`config.mk`:
```
export PLATFORM = sky130hd
export DESIGN_NAME = esm_entry_buffer_flat
export DESIGN_NICKNAME = d
export VERILOG_FILES = /design/src/rtl/esm_entry_buffer_if.sv /design/src/rtl/esm_entry_buffer.sv /design/src/flat_wrapper.sv
export SDC_FILE = /design/constraint.sdc
export NUM_CORES = 1
export LEC_CHECK = 0
export CAP_MARGIN = 20
export CORE_ASPECT_RATIO = 0.6
export CORE_MARGIN = 5
export CORE_UTILIZATION = 60
export CTS_CLUSTER_SIZE = 28
export DETAILED_ROUTE_END_ITERATION = 10
export GPL_TIMING_DRIVEN = 0
export PLACE_DENSITY = 0.87
export SLEW_MARGIN = 20
export SYNTH_ARGS = -nofsm -noshare
export SYNTH_HDL_FRONTEND = slang
export SYNTH_SLANG_ARGS = --single-unit
```
`constraint.sdc`:
```
create_clock -name clk -period 5.8 [get_ports clk]
set_input_delay 1.16 -clock clk [delete_from_list [all_inputs] [get_ports clk]]
set_output_delay 1.16 -clock clk [all_outputs]
set_load 0.05 [all_outputs]
```
`src/rtl/esm_entry_buffer_if.sv`:
```
// Bundle between the ESM entry buffer, its producer, the shuffling core and the consumer.
// The slave modport is the entry buffer; master is the environment driving it.
interface esm_entry_buffer_if #(
    parameter int BS = 16,
    parameter int DW = 32
);
    localparam int IW = $clog2(BS);

    logic          in_valid;
    logic          in_ready;
    logic [DW-1:0] in_data;

    logic [IW-1:0] ready_index;
    logic          ready_vld;

    logic          sel_valid;
    logic [IW-1:0] sel_index;
    logic          sel_ready;

    logic          out_valid;
    logic          out_ready;
    logic [DW-1:0] out_data;
    logic [IW-1:0] out_index;

    logic [IW:0]   count;
    logic          err_bad_sel;

    modport slave (
        input  in_valid, in_data, sel_valid, sel_index, out_ready,
        output in_ready, ready_index, ready_vld, sel_ready,
               out_valid, out_data, out_index, count, err_bad_sel
    );

    modport master (
        output in_valid, in_data, sel_valid, sel_index, out_ready,
        input  in_ready, ready_index, ready_vld, sel_ready,
               out_valid, out_data, out_index, count, err_bad_sel
    );
endinterface

```
`src/rtl/esm_entry_buffer.sv`:
```
// ESM entry buffer: in-order writes land in the lowest free slot, the shuffling
// core picks slots back out in random order through a one-deep output register.
module esm_entry_buffer #(
    parameter int BS = 16,
    parameter int DW = 32
) (
    input  logic                  clk,
    input  logic                  rst,
    esm_entry_buffer_if.slave     bus
);
    localparam int IW = $clog2(BS);

    typedef enum logic {
        OUT_EMPTY = 1'b0,
        OUT_FULL  = 1'b1
    } out_state_e;

    out_state_e    out_state_q;
    logic [BS-1:0] occ_q, occ_d;
    logic [IW:0]   count_q, count_d;
    logic [DW-1:0] mem_q [BS];
    logic          ready_vld_q;
    logic [IW-1:0] ready_index_q;
    logic [DW-1:0] out_data_q;
    logic [IW-1:0] out_index_q;
    logic          err_q;

    logic [IW-1:0] free_idx;
    logic          in_ready;
    logic          sel_ready;
    logic          enq;
    logic          sel_fire;
    logic          sel_hit;
    logic          sel_miss;

    // Lowest-numbered free slot; scanning downward lets the lowest index win.
    always_comb begin
        free_idx = '0;
        for (int unsigned i = BS; i > 0; i--) begin
            if (!occ_q[i-1]) free_idx = IW'(i - 1);
        end
    end

    assign in_ready  = (count_q != (IW+1)'(BS));
    assign sel_ready = (out_state_q == OUT_EMPTY) | bus.out_ready;
    assign enq       = bus.in_valid & in_ready;
    assign sel_fire  = bus.sel_valid & sel_ready;
    // A slot being written this cycle is still unoccupied in occ_q, so it misses.
    assign sel_hit   = sel_fire &  occ_q[bus.sel_index];
    assign sel_miss  = sel_fire & ~occ_q[bus.sel_index];

    always_comb begin
        occ_d = occ_q;
        if (enq)     occ_d[free_idx]      = 1'b1;
        if (sel_hit) occ_d[bus.sel_index] = 1'b0;
        count_d = count_q + {{IW{1'b0}}, enq} - {{IW{1'b0}}, sel_hit};
    end

    // Payload RAM is deliberately left out of reset.
    always_ff @(posedge clk) begin
        if (enq) mem_q[free_idx] <= bus.in_data;
    end

    always_ff @(posedge clk or posedge rst) begin
        if (rst) begin
            out_state_q   <= OUT_EMPTY;
            occ_q         <= '0;
            count_q       <= '0;
            ready_vld_q   <= 1'b0;
            ready_index_q <= '0;
            out_data_q    <= '0;
            out_index_q   <= '0;
            err_q         <= 1'b0;
        end else begin
            occ_q       <= occ_d;
            count_q     <= count_d;
            ready_vld_q <= enq;
            if (enq) ready_index_q <= free_idx;
            if (sel_miss) err_q <= 1'b1;
            if (sel_hit) begin
                out_data_q  <= mem_q[bus.sel_index];
                out_index_q <= bus.sel_index;
            end
            case (out_state_q)
                OUT_EMPTY: if (sel_hit) out_state_q <= OUT_FULL;
                OUT_FULL:  if (!sel_hit && bus.out_ready) out_state_q <= OUT_EMPTY;
                default:   out_state_q <= OUT_EMPTY;
            endcase
        end
    end

    assign bus.in_ready    = in_ready;
    assign bus.sel_ready   = sel_ready;
    assign bus.ready_vld   = ready_vld_q;
    assign bus.ready_index = ready_index_q;
    assign bus.out_valid   = (out_state_q == OUT_FULL);
    assign bus.out_data    = out_data_q;
    assign bus.out_index   = out_index_q;
    assign bus.count       = count_q;
    assign bus.err_bad_sel = err_q;
endmodule

```
`src/flat_wrapper.sv`:
```
// flat-port wrapper written by rule: the top's interface ports become plain ports
module esm_entry_buffer_flat 
#(
    parameter int BS = 16,
    parameter int DW = 32
)
  (clk, rst, bus_in_valid, bus_in_data, bus_sel_valid, bus_sel_index, bus_out_ready, bus_in_ready, bus_ready_index, bus_ready_vld, bus_sel_ready, bus_out_valid, bus_out_data, bus_out_index, bus_count, bus_err_bad_sel);
  esm_entry_buffer_if #(.BS(BS), .DW(DW)) bus_i ();
  input  logic clk;
  input  logic rst;
  input wire logic [$bits(bus_i.in_valid)-1:0] bus_in_valid;
  input wire logic [$bits(bus_i.in_data)-1:0] bus_in_data;
  input wire logic [$bits(bus_i.sel_valid)-1:0] bus_sel_valid;
  input wire logic [$bits(bus_i.sel_index)-1:0] bus_sel_index;
  input wire logic [$bits(bus_i.out_ready)-1:0] bus_out_ready;
  output wire logic [$bits(bus_i.in_ready)-1:0] bus_in_ready;
  output wire logic [$bits(bus_i.ready_index)-1:0] bus_ready_index;
  output wire logic [$bits(bus_i.ready_vld)-1:0] bus_ready_vld;
  output wire logic [$bits(bus_i.sel_ready)-1:0] bus_sel_ready;
  output wire logic [$bits(bus_i.out_valid)-1:0] bus_out_valid;
  output wire logic [$bits(bus_i.out_data)-1:0] bus_out_data;
  output wire logic [$bits(bus_i.out_index)-1:0] bus_out_index;
  output wire logic [$bits(bus_i.count)-1:0] bus_count;
  output wire logic [$bits(bus_i.err_bad_sel)-1:0] bus_err_bad_sel;
  assign bus_i.in_valid = bus_in_valid;
  assign bus_i.in_data = bus_in_data;
  assign bus_i.sel_valid = bus_sel_valid;
  assign bus_i.sel_index = bus_sel_index;
  assign bus_i.out_ready = bus_out_ready;
  assign bus_in_ready = bus_i.in_ready;
  assign bus_ready_index = bus_i.ready_index;
  assign bus_ready_vld = bus_i.ready_vld;
  assign bus_sel_ready = bus_i.sel_ready;
  assign bus_out_valid = bus_i.out_valid;
  assign bus_out_data = bus_i.out_data;
  assign bus_out_index = bus_i.out_index;
  assign bus_count = bus_i.count;
  assign bus_err_bad_sel = bus_i.err_bad_sel;
  esm_entry_buffer #(.BS(BS), .DW(DW)) u_core (.clk(clk), .rst(rst), .bus(bus_i));
endmodule
```
=== Yosys cells after proc, flatten, opt, wreduce, memory -nomap -nowiden ===
Memories as Yosys holds them, arrays and structs flattened. A register that Yosys moved wholly into a read port is not among the register bits.
Cells that the tools add are included.
Widths: inputs -> output; s select.

* Add/subtract/negate cells: 2
* Magnitude comparators: 4
* Eq/ne operators: 1
* Muxes and demuxes: 29
* Bitwise logic cells: 10
* Reductions and logical operators: 4

{| class="wikitable"
|+ Operators with widths
! cell !! number
|-
| $mux 4 || 16
|-
| $mux 16 || 2
|-
| $and 16x16->16 || 1
|-
| $not 16->16 || 1
|-
| $or 16x16->16 || 1
|-
| $lt 4x5->1 const B || 2
|-
| $demux 1 s4 || 2
|-
| $ge 4x1->1 const B || 2
|-
| $mux 1 || 7
|-
| $add 5x1->5 || 1
|-
| $ne 5x5->1 const B || 1
|-
| $sub 5x1->5 || 1
|-
| $and 1x1->1 || 4
|-
| $bmux 1 s4 || 1
|-
| $logic_and 1x1->1 || 3
|-
| $not 1->1 || 2
|-
| $pmux 1 s2 || 1
|-
| $logic_not 1->1 || 1
|-
| $or 1x1->1 || 1
|}

* Bits in registers: 32
* Memory bits (writable): 512
* Word-level logic and storage cells: 58
* Memories: 1

{| class="wikitable"
|+ Memory list
! memory !! words !! bits a word !! read ports !! clocked after Yosys merged registers in !! wr ports !! RTL line !! source
|-
| u_core.mem_q || 16 || 32 || 1 || 1 || 1 || esm_entry_buffer.sv:21 || <nowiki>logic [DW-1:0] mem_q [BS];</nowiki>
|}

=== Logic depth before layout (Yosys ltp) ===
Gate-level depths: netlist of run 1.

* Depth in word-level cells: 24
* Depth in mapped cells: 19
* Depth with buffers taken out: 15

=== Least setup slack after synthesis of run 1 ===
OpenSTA, ideal clock, no wires.

* Kind: flip-flop to flip-flop
* Start: reg u_core.count_q[2], in the netlist u_core.bus.count[2]
* End: reg u_core.occ_q[6]
* Setup time: 0.074 ns
* Arrival: 4.510 ns
* Required time: 5.726 ns
* Setup slack: 1.217 ns
* Stages on the path, launching flop included: 7
* Buffers on the path: 0
* Clock period less this slack: 4.583 ns
* Path through: dfrtp_1 -> inv_1 -> ha_1 -> nand4bb_1 -> nand2_1 -> nor3_1 -> o32a_1

* Word-level cells in the longest chain between the ends: 5

{| class="wikitable"
|+ RTL lines
! element !! RTL line !! source
|-
| start: declaration || esm_entry_buffer.sv:20 || <nowiki>logic [IW:0] count_q, count_d;</nowiki>
|-
| start signal: assignment || esm_entry_buffer.sv:76 || <nowiki>count_q <= count_d;</nowiki>
|-
| $ne 5x5->1 * || esm_entry_buffer.sv:44 || <nowiki>assign in_ready = (count_q != (IW+1)'(BS));</nowiki>
|-
| net bus_in_ready || flat_wrapper.sv:16 || <nowiki>output wire logic [$bits(bus_i.in_ready)-1:0] bus_in_ready;</nowiki>
|-
| $and 1x1->1 * || esm_entry_buffer.sv:46 || <nowiki>assign enq = bus.in_valid & in_ready;</nowiki>
|-
| $mux 16 * || esm_entry_buffer.sv:54 || <nowiki>if (enq) occ_d[free_idx] = 1'b1;</nowiki>
|-
| $and 16x16->16 (no source line) || -- ||
|-
| $mux 16 * || esm_entry_buffer.sv:55 || <nowiki>if (sel_hit) occ_d[bus.sel_index] = 1'b0;</nowiki>
|-
| net u_core.occ_d[6] || esm_entry_buffer.sv:19 || <nowiki>logic [BS-1:0] occ_q, occ_d;</nowiki>
|-
| end signal: assignment || esm_entry_buffer.sv:67 || <nowiki>occ_q <= '0;</nowiki>
|-
| end signal: assignment || esm_entry_buffer.sv:75 || <nowiki>occ_q <= occ_d;</nowiki>
|-
| end: declaration || esm_entry_buffer.sv:19 ||
|}

The timed path passes the listed nets; every way through them passes the cells marked *.
A chain may end at the register's enable or synchronous reset.

=== Worst setup path after layout of run 1 ===
* Start: in bus_sel_index[2]
* End: reg u_core.count_q[4], in the netlist u_core.bus.count[4]

* Word-level cells in the longest chain between the ends: 4

{| class="wikitable"
|+ RTL lines
! element !! RTL line !! source
|-
| start: declaration || flat_wrapper.sv:14 || <nowiki>input wire logic [$bits(bus_i.sel_index)-1:0] bus_sel_index;</nowiki>
|-
| $bmux 1 s4 || esm_entry_buffer.sv:49 || <nowiki>assign sel_hit = sel_fire & occ_q[bus.sel_index];</nowiki>
|-
| $mux 1 (implied by the code) || esm_entry_buffer.sv:49 ||
|-
| $and 1x1->1 || esm_entry_buffer.sv:49 ||
|-
| net u_core.sel_hit || esm_entry_buffer.sv:33 || <nowiki>logic sel_hit;</nowiki>
|-
| $sub 5x1->5 || esm_entry_buffer.sv:56 || <nowiki>count_d = count_q + {{IW{1'b0}}, enq} - {{IW{1'b0}}, sel_hit};</nowiki>
|-
| net u_core.count_d[4] || esm_entry_buffer.sv:20 ||
|}

The timed path passes the listed nets, and every way through them passes these cells. The select of a mux whose other input is x is not followed.

==> results of run 1 <==
-- final timing paths --
| path | from | end | slack, ns | cells after the start |
|---|---|---|---|---|
| min in group asynchronous | rst | u_core.bus.out_data[24]$_DFFE_PP0P_ | 0.85 | 2 |
| max reg2reg | u_core.occ_q[3]$_DFF_PP0_ | u_core.bus.count[4]$_DFF_PP0_ | 1.64 | 18 |
| max | bus_sel_index[2] | u_core.bus.count[4]$_DFF_PP0_ | 1.16 | 18 |
| min reg2reg | u_core.bus.out_data[19]$_DFFE_PP0P_ | u_core.bus.out_data[19]$_DFFE_PP0P_ | 0.48 | 2 |
| max in group asynchronous | rst | u_core.bus.out_data[31]$_DFFE_PP0P_ | 4.38 | 3 |
| min | u_core.bus.out_data[19]$_DFFE_PP0P_ | u_core.bus.out_data[19]$_DFFE_PP0P_ | 0.48 | 2 |
-- stage by stage --
step                setup TNS (ns)  utilization, %  power, uW  hold WS, ns  setup WS [ns]
floorplan                        0               -       6970        0.529           1.22
global placement            -37.81            64.8       7760        0.454          -1.29
detailed placement               0            66.9       8100        0.462          0.669
CTS                              0            71.4      11500        0.486           1.24
global route                     0            71.4      11800        0.501           1.02
finish                           0            71.4      11500        0.483           1.16
-- cells by family after synthesis --
family	count (synthesis)	synth area share [%]
and+or+nand+nor	111	2.30
DFF	576	76.9
muxes	143	14.0
AOI/OAI and AO/OA	138	4.74
buffers and inverters	76	1.50
adders and majority gates	7	0.431
xor gates and xnor gates	4	0.159
-- routing by layer --
layer	vias to the layer above	global-route usage, %	wire length [um]	share of wire (%)
li1	4729	-	-	-
met1	6118	37.1	20100	37
met2	930	44.7	27000	49
met3	137	7.48	6220	11
met4	0	8.53	1590	2.9
met5	-	0	0	0
-- registers in the layout (all words and copies together), names as in the netlist --
| name | cells |
|---|---|
| u_core.bus.out_index | 4 |
| u_core.bus.out_valid | 1 |
| u_core.bus.err_bad_sel | 1 |
| u_core.bus.ready_vld | 1 |
| u_core.bus.ready_index | 4 |
| u_core.mem_q | 512 |
| u_core.bus.out_data | 32 |
| u_core.occ_q | 16 |
| u_core.bus.count | 5 |
-- critical path, stage by stage --
cell and delay, ns:
clkdlybuf4s50_1 0.52, clkbuf_1 0.35, mux4_2 0.42, mux2_2 0.31, or2_1 0.24, buf_6 0.16, clkbuf_1 0.39, inv_1 0.17
ha_1 0.25, inv_1 0.06, ha_1 0.16, inv_1 0.06, fa_1 0.43, inv_1 0.07, a21oi_1 0.07, nor2_1 0.11
nor2_1 0.06, xnor2_1 0.12
-- cell type report --
| class | instances | area (um2) | area share, % |
|---|---|---|---|
| Timing Repair Buffer | 116 | 1520 | 5.84 |
| Antenna cell | 1 | 2.50 | 0.00964 |
| Clock buffer | 62 | 1340 | 5.15 |
| Buffer | 59 | 275 | 1.06 |
| Tap cell | 476 | 596 | 2.29 |
| Clock inverter | 29 | 303 | 1.17 |
| Sequential cell | 576 | 17000 | 65.4 |
| Inverter | 17 | 66.3 | 0.255 |
| Multi-Input combinational cell | 403 | 4880 | 18.8 |
-- layout by cell type (no fill, tap or decap), types with 5 or more instances in the layout --
cell type	synthesis	final
edfxtp_1	512	512
mux4_2	132	132
clkdlybuf4s50_1	0	89
dfrtp_1	64	64
nand2_1	52	52
clkbuf_16	0	51
clkbuf_1	42	50
o21ai_0	41	40
a221oi_1	33	33
a22o_1	32	32
buf_16	0	18
inv_1	17	16
nor2_4	0	14
o32a_1	12	12
nand2b_1	11	11
clkinv_2	0	11
nor2_1	24	10
mux2i_1	8	8
clkinv_1	0	7
ha_1	6	6
bufinv_16	0	6
buf_2	4	5
clkbuf_2	0	5
nand4_1	5	5
buf_12	0	5
-- report_power, final --
group | leakage, uW | total [uW] | switching (uW) | internal (uW)
Combinational | 0.00235 | 2570 | 1670 | 903
Clock | 0.000806 | 3380 | 1480 | 1910
Sequential | 0.00540 | 5500 | 275 | 5230
==> results.cfg, run 1 <==
[drt]
ant_nets = 0
num_vias = 11900
firstDrtPassIters = 6
first_iter_violations = 1665
wl_per_cell_um = 31.6
wirelength_um = 54900
via_per_inst = 6.85
drc = 0

[floorplan]
rows = 54
dieArea_um2 = 40900
io_pins = 91
die_w_um = 258
die_y_um = 159
initial_core_util_pct = 60.7
coreArea_um2 = 36300

[setup_path]
path_max_fanout = 10
cp-end-kind = register
arrival_ns = 5.11
cp.required_ns = 6.26
critPathLaunchType = input pin
setup.worst_path.class = in2reg

[cts]
cts_made_buffers = 49
clkSlewWorstSetupHoldPaths_ns = 0.07
cts.sinks = 576
cts_resized = 0
h-tree-depth = 2
ctsLongestPathBuffers = 3
cts_hold_buffers = 0
clockRootBuffer = clkbuf_16
insertion_delay_ns = 0.58
postCtsSetupBuffers = 0
tritoncts = done

[sta]
skew_ns = 0.0107
rsz0062_at_grt = no
max_slew.worst_pin.slew_ns = 1.05
hold_viol_final = 0
maxSlewHeadroom_pct = 30.1
max_freq_mhz = 215
fin_crit_ns = 4.64
drv_slew = 0
setup_viol = 0
fin_crit_sh_pct = 80.1

[synth]
ys_ff_latch = 576
syn-num-nets = 1103
netlist_top_cells_area = edfxtp_1 (70%), mux4_2 (13%), dfrtp_1 (7.3%)
yosys-top-cells-count = edfxtp_1 (512), mux4_2 (132), dfrtp_1 (64), nand2_1 (52), clkbuf_1 (42)
synthFlopType = edfxtp_1
ys_types = 43
avgSynthCellArea_um2 = 20.9
yosysMostFrequentCell = edfxtp_1
synth_edf_count = 512
netlist_instances = 1055
synth_area_leader_cell = edfxtp_1
synth_warnings = 0
synth-seq-area-share_pct = 76.9
synthArstFlopShare_pct = 11.1
syn_area_um2 = 22100
synth_top_cell_area_share_pct = 69.6

[worst_hold_path]
hold_path.class = reg2reg

[layout]
layout-drive-gt1-share_pct = 21.7
fillCellCount = 2055
nNetsFinal = 1270
fin_cells = 1739
syn2layout_area_growth_pct = 17.6
stdcell_area_um2 = 26000

[grt]
antenna_found_initial = 1
grt_overflow = 0
grt_max_degree = 57
grt_usage_pct = 27.3
grt_pass1_vias = 12400
grt_pass1_wl_um = 81300

[place]
post-dp-hpwl_um = 33900
numPortBuffers = 89
gp_congestion = 0.846
place_area_um2 = 24300
dp_cells = 1647

[pwr]
power.leakage_uw = 0.00855
power.density_nw_per_um2 = 442
max-vdd-ir-drop_v = 0.000355

[status]
status = complete, no violations

[flow_run]
max_cap_viol_count = 0
(Power assumes the default switching activity.)
==> run 2, diff against run 1 <==
--- a/config.mk
+++ b/config.mk
@@ -8,11 +8,11 @@
 export CAP_MARGIN = 20
 export CORE_ASPECT_RATIO = 0.6
 export CORE_MARGIN = 5
-export CORE_UTILIZATION = 60
+export CORE_UTILIZATION = 54
 export CTS_CLUSTER_SIZE = 28
 export DETAILED_ROUTE_END_ITERATION = 10
 export GPL_TIMING_DRIVEN = 0
-export PLACE_DENSITY = 0.87
+export PLACE_DENSITY = 0.83
 export SLEW_MARGIN = 20
 export SYNTH_ARGS = -nofsm -noshare
 export SYNTH_HDL_FRONTEND = slang
==> constraint.sdc (replaced) <==
create_clock -name clk -period 3.8 [get_ports clk]
set_input_delay 0.76 -clock clk [delete_from_list [all_inputs] [get_ports clk]]
set_output_delay 0.76 -clock clk [all_outputs]
set_load 0.05 [all_outputs]
==> run 2 against run 1 <==
Net effect:
- power rose by 50%
- global-route usage fell by 3.6 points
- worst hold slack lost 0.011 ns
- largest power group unchanged
==> results.cfg, run 2 (same netlist as run 1, synthesis figures left out) <==
[worst_hold_path]
min_from = u_core.bus.err_bad_sel$_DFFE_PP0P_
hold_path.class = reg2reg

[flow_run]
max_cap_viol_count = 0

[setup_path]
max_stage_delay_ns = 0.49
cp-end-kind = register
cp.required_ns = 4.27
crit_path_frequent_cell = inv_1
cp_cell_sequence = clkdlybuf4s50_1 > clkbuf_2 > mux4_2 > mux2_2 > or2_1 > buf_6 > inv_1 > ha_1 > inv_1 > ha_1 > inv_1 > fa_1 > inv_1 > a21oi_1 > nor2_1 > nor2_1 > xnor2_1
arrival_ns = 4.04
critPathLaunchType = input pin
crit_path_top_delay_cell = clkdlybuf4s50_1
setup.worst_path.class = in2reg
critPathLaunch = bus_sel_index[2]
path_max_fanout = 17
r2r-start = u_core.occ_q[3]$_DFF_PP0_

[cts]
cts.sinks = 576
h-tree-depth = 2
tritoncts = done
cts_made_buffers = 49
postCtsSetupBuffers = 0
cts_hold_buffers = 0
clockRootBuffer = clkbuf_16
clkSlewWorstSetupHoldPaths_ns = 0.07
ctsLongestPathBuffers = 3
insertion_delay_ns = 0.58

[drt]
num_vias = 11600
ant_nets = 0
drc = 0
wirelength_um = 52800
firstDrtPassIters = 6
first_iter_violations = 1514
wl_per_cell_um = 29.5
via_per_inst = 6.45

[floorplan]
die_y_um = 167
initial_core_util_pct = 54.6
rows = 57
dieArea_um2 = 45200
io_pins = 91
coreArea_um2 = 40400
die_w_um = 271

[sta]
whs_ns = 0.471
max_freq_mhz = 280
fin_crit_sh_pct = 94.0
rsz0062_at_grt = no
skew_ns = 0.0196
maxSlewHeadroom_pct = 35.4
drv_slew = 0
max_slew.worst_pin.slew_ns = 0.968
setup_viol = 0
fin_crit_ns = 3.57
hold_viol_final = 0

[place]
post-dp-hpwl_um = 33800
numPortBuffers = 89
gp_congestion = 0.849
place_area_um2 = 24400

[layout]
stdcell_area_um2 = 26000
syn2layout_area_growth_pct = 17.6
nNetsFinal = 1266
top_register = u_core.mem_q
largest_register_ffs = 512
final_core_util_pct = 64.2
final_common_cell = edfxtp_1
layout-drive-gt1-share_pct = 21.8
layout_common_cells = edfxtp_1 (512), mux4_2 (132), clkdlybuf4s50_1 (88)

[pwr]
power.leakage_uw = 0.00854
max-vdd-ir-drop_v = 0.000388
power_uw = 17200
power.density_nw_per_um2 = 661

[grt]
grt_max_degree = 42
grt_pass1_vias = 12000
grt_pass1_wl_um = 79200
grt_overflow = 0
grt_usage_pct = 23.7
antenna_found_initial = 1

[status]
status = complete, no violations
-- run 2: cell count changes in the layout (fill, tap and decap cells not counted), sizes merged --
cell | before | now
clkdlybuf4s50 | 89 | 88
buf | 40 | 35
dlymetal6s2s | 0 | 1
clkinv | 19 | 21
clkinvlp | 2 | 0
clkbuf | 108 | 112
bufinv | 6 | 3
-- run 2: final timing paths --
check / end / slack (ns) / cells past startpoint
setup / recovery: u_core.bus.count[4]$_DFF_PP0_ / 0.23 / 17
min in group asynchronous: u_core.bus.out_data[1]$_DFFE_PP0P_ / 0.53 / 2
hold / removal: u_core.bus.err_bad_sel$_DFFE_PP0P_ / 0.47 / 1
setup reg to reg: u_core.bus.count[4]$_DFF_PP0_ / 0.30 / 16
max in group asynchronous: u_core.bus.out_data[19]$_DFFE_PP0P_ / 2.69 / 3
hold reg to reg: u_core.bus.err_bad_sel$_DFFE_PP0P_ / 0.47 / 1
-- run 2: area by class of cell --
type,instances,area (um2)
inverters,17,66.3
well taps,531,664
diodes,1,2.50
multi-input cells,403,4890
flip-flops and latches,576,17000
clock buffers,65,1340
clock inverters,26,233
repair buffers,115,1530
fillers,2567,14500
plain buffers,56,273
-- run 2: metal layers --
| metal | wire length [um] | global-route usage (%) | share of wire (%) |
|---|---|---|---|
| met3 | 6150 | 5.57 | 12 |
| met5 | 0 | 0 | 0 |
| met4 | 1300 | 6.07 | 2.5 |
| met2 | 25300 | 37.3 | 48 |
| met1 | 20100 | 34.4 | 38 |
-- run 2: worst max-delay path: cells and delay by family --
kind	cells	cell delay, ns
adders and majority gates	3	0.82
buffers and inverters	7	1.19
AOI/OAI and AO/OA	1	0.06
and+or+nand+nor	3	0.41
muxes	2	0.69
xor gates and xnor gates	1	0.11
-- run 2: power by group --
group          leakage, uW  total [uW]  switching, uW  internal, uW
clock             0.000767        4910           2220          2690
combinational      0.00237        3860           2490          1370
sequential         0.00540        8400            417          7980
total              0.00854       17200           5120         12000
-- run 2: timing repair --
| action | CTS | global route |
|---|---|---|
| gates resized for setup | 2 | 9 |
| cloned | 0 | 0 |
| endpoints found under the setup margin | 4 | 5 |
-- run 2: through the flow --
step                TNS, ns  instances  setup WS (ns)
finish                    0       1790          0.227
global route              0       1790         0.0418
CTS                       0       1791        0.00771
detailed placement   -14.92       1701         -0.910
global placement    -450.00       1675          -1.52
floorplan             -8.59       1055         -0.114
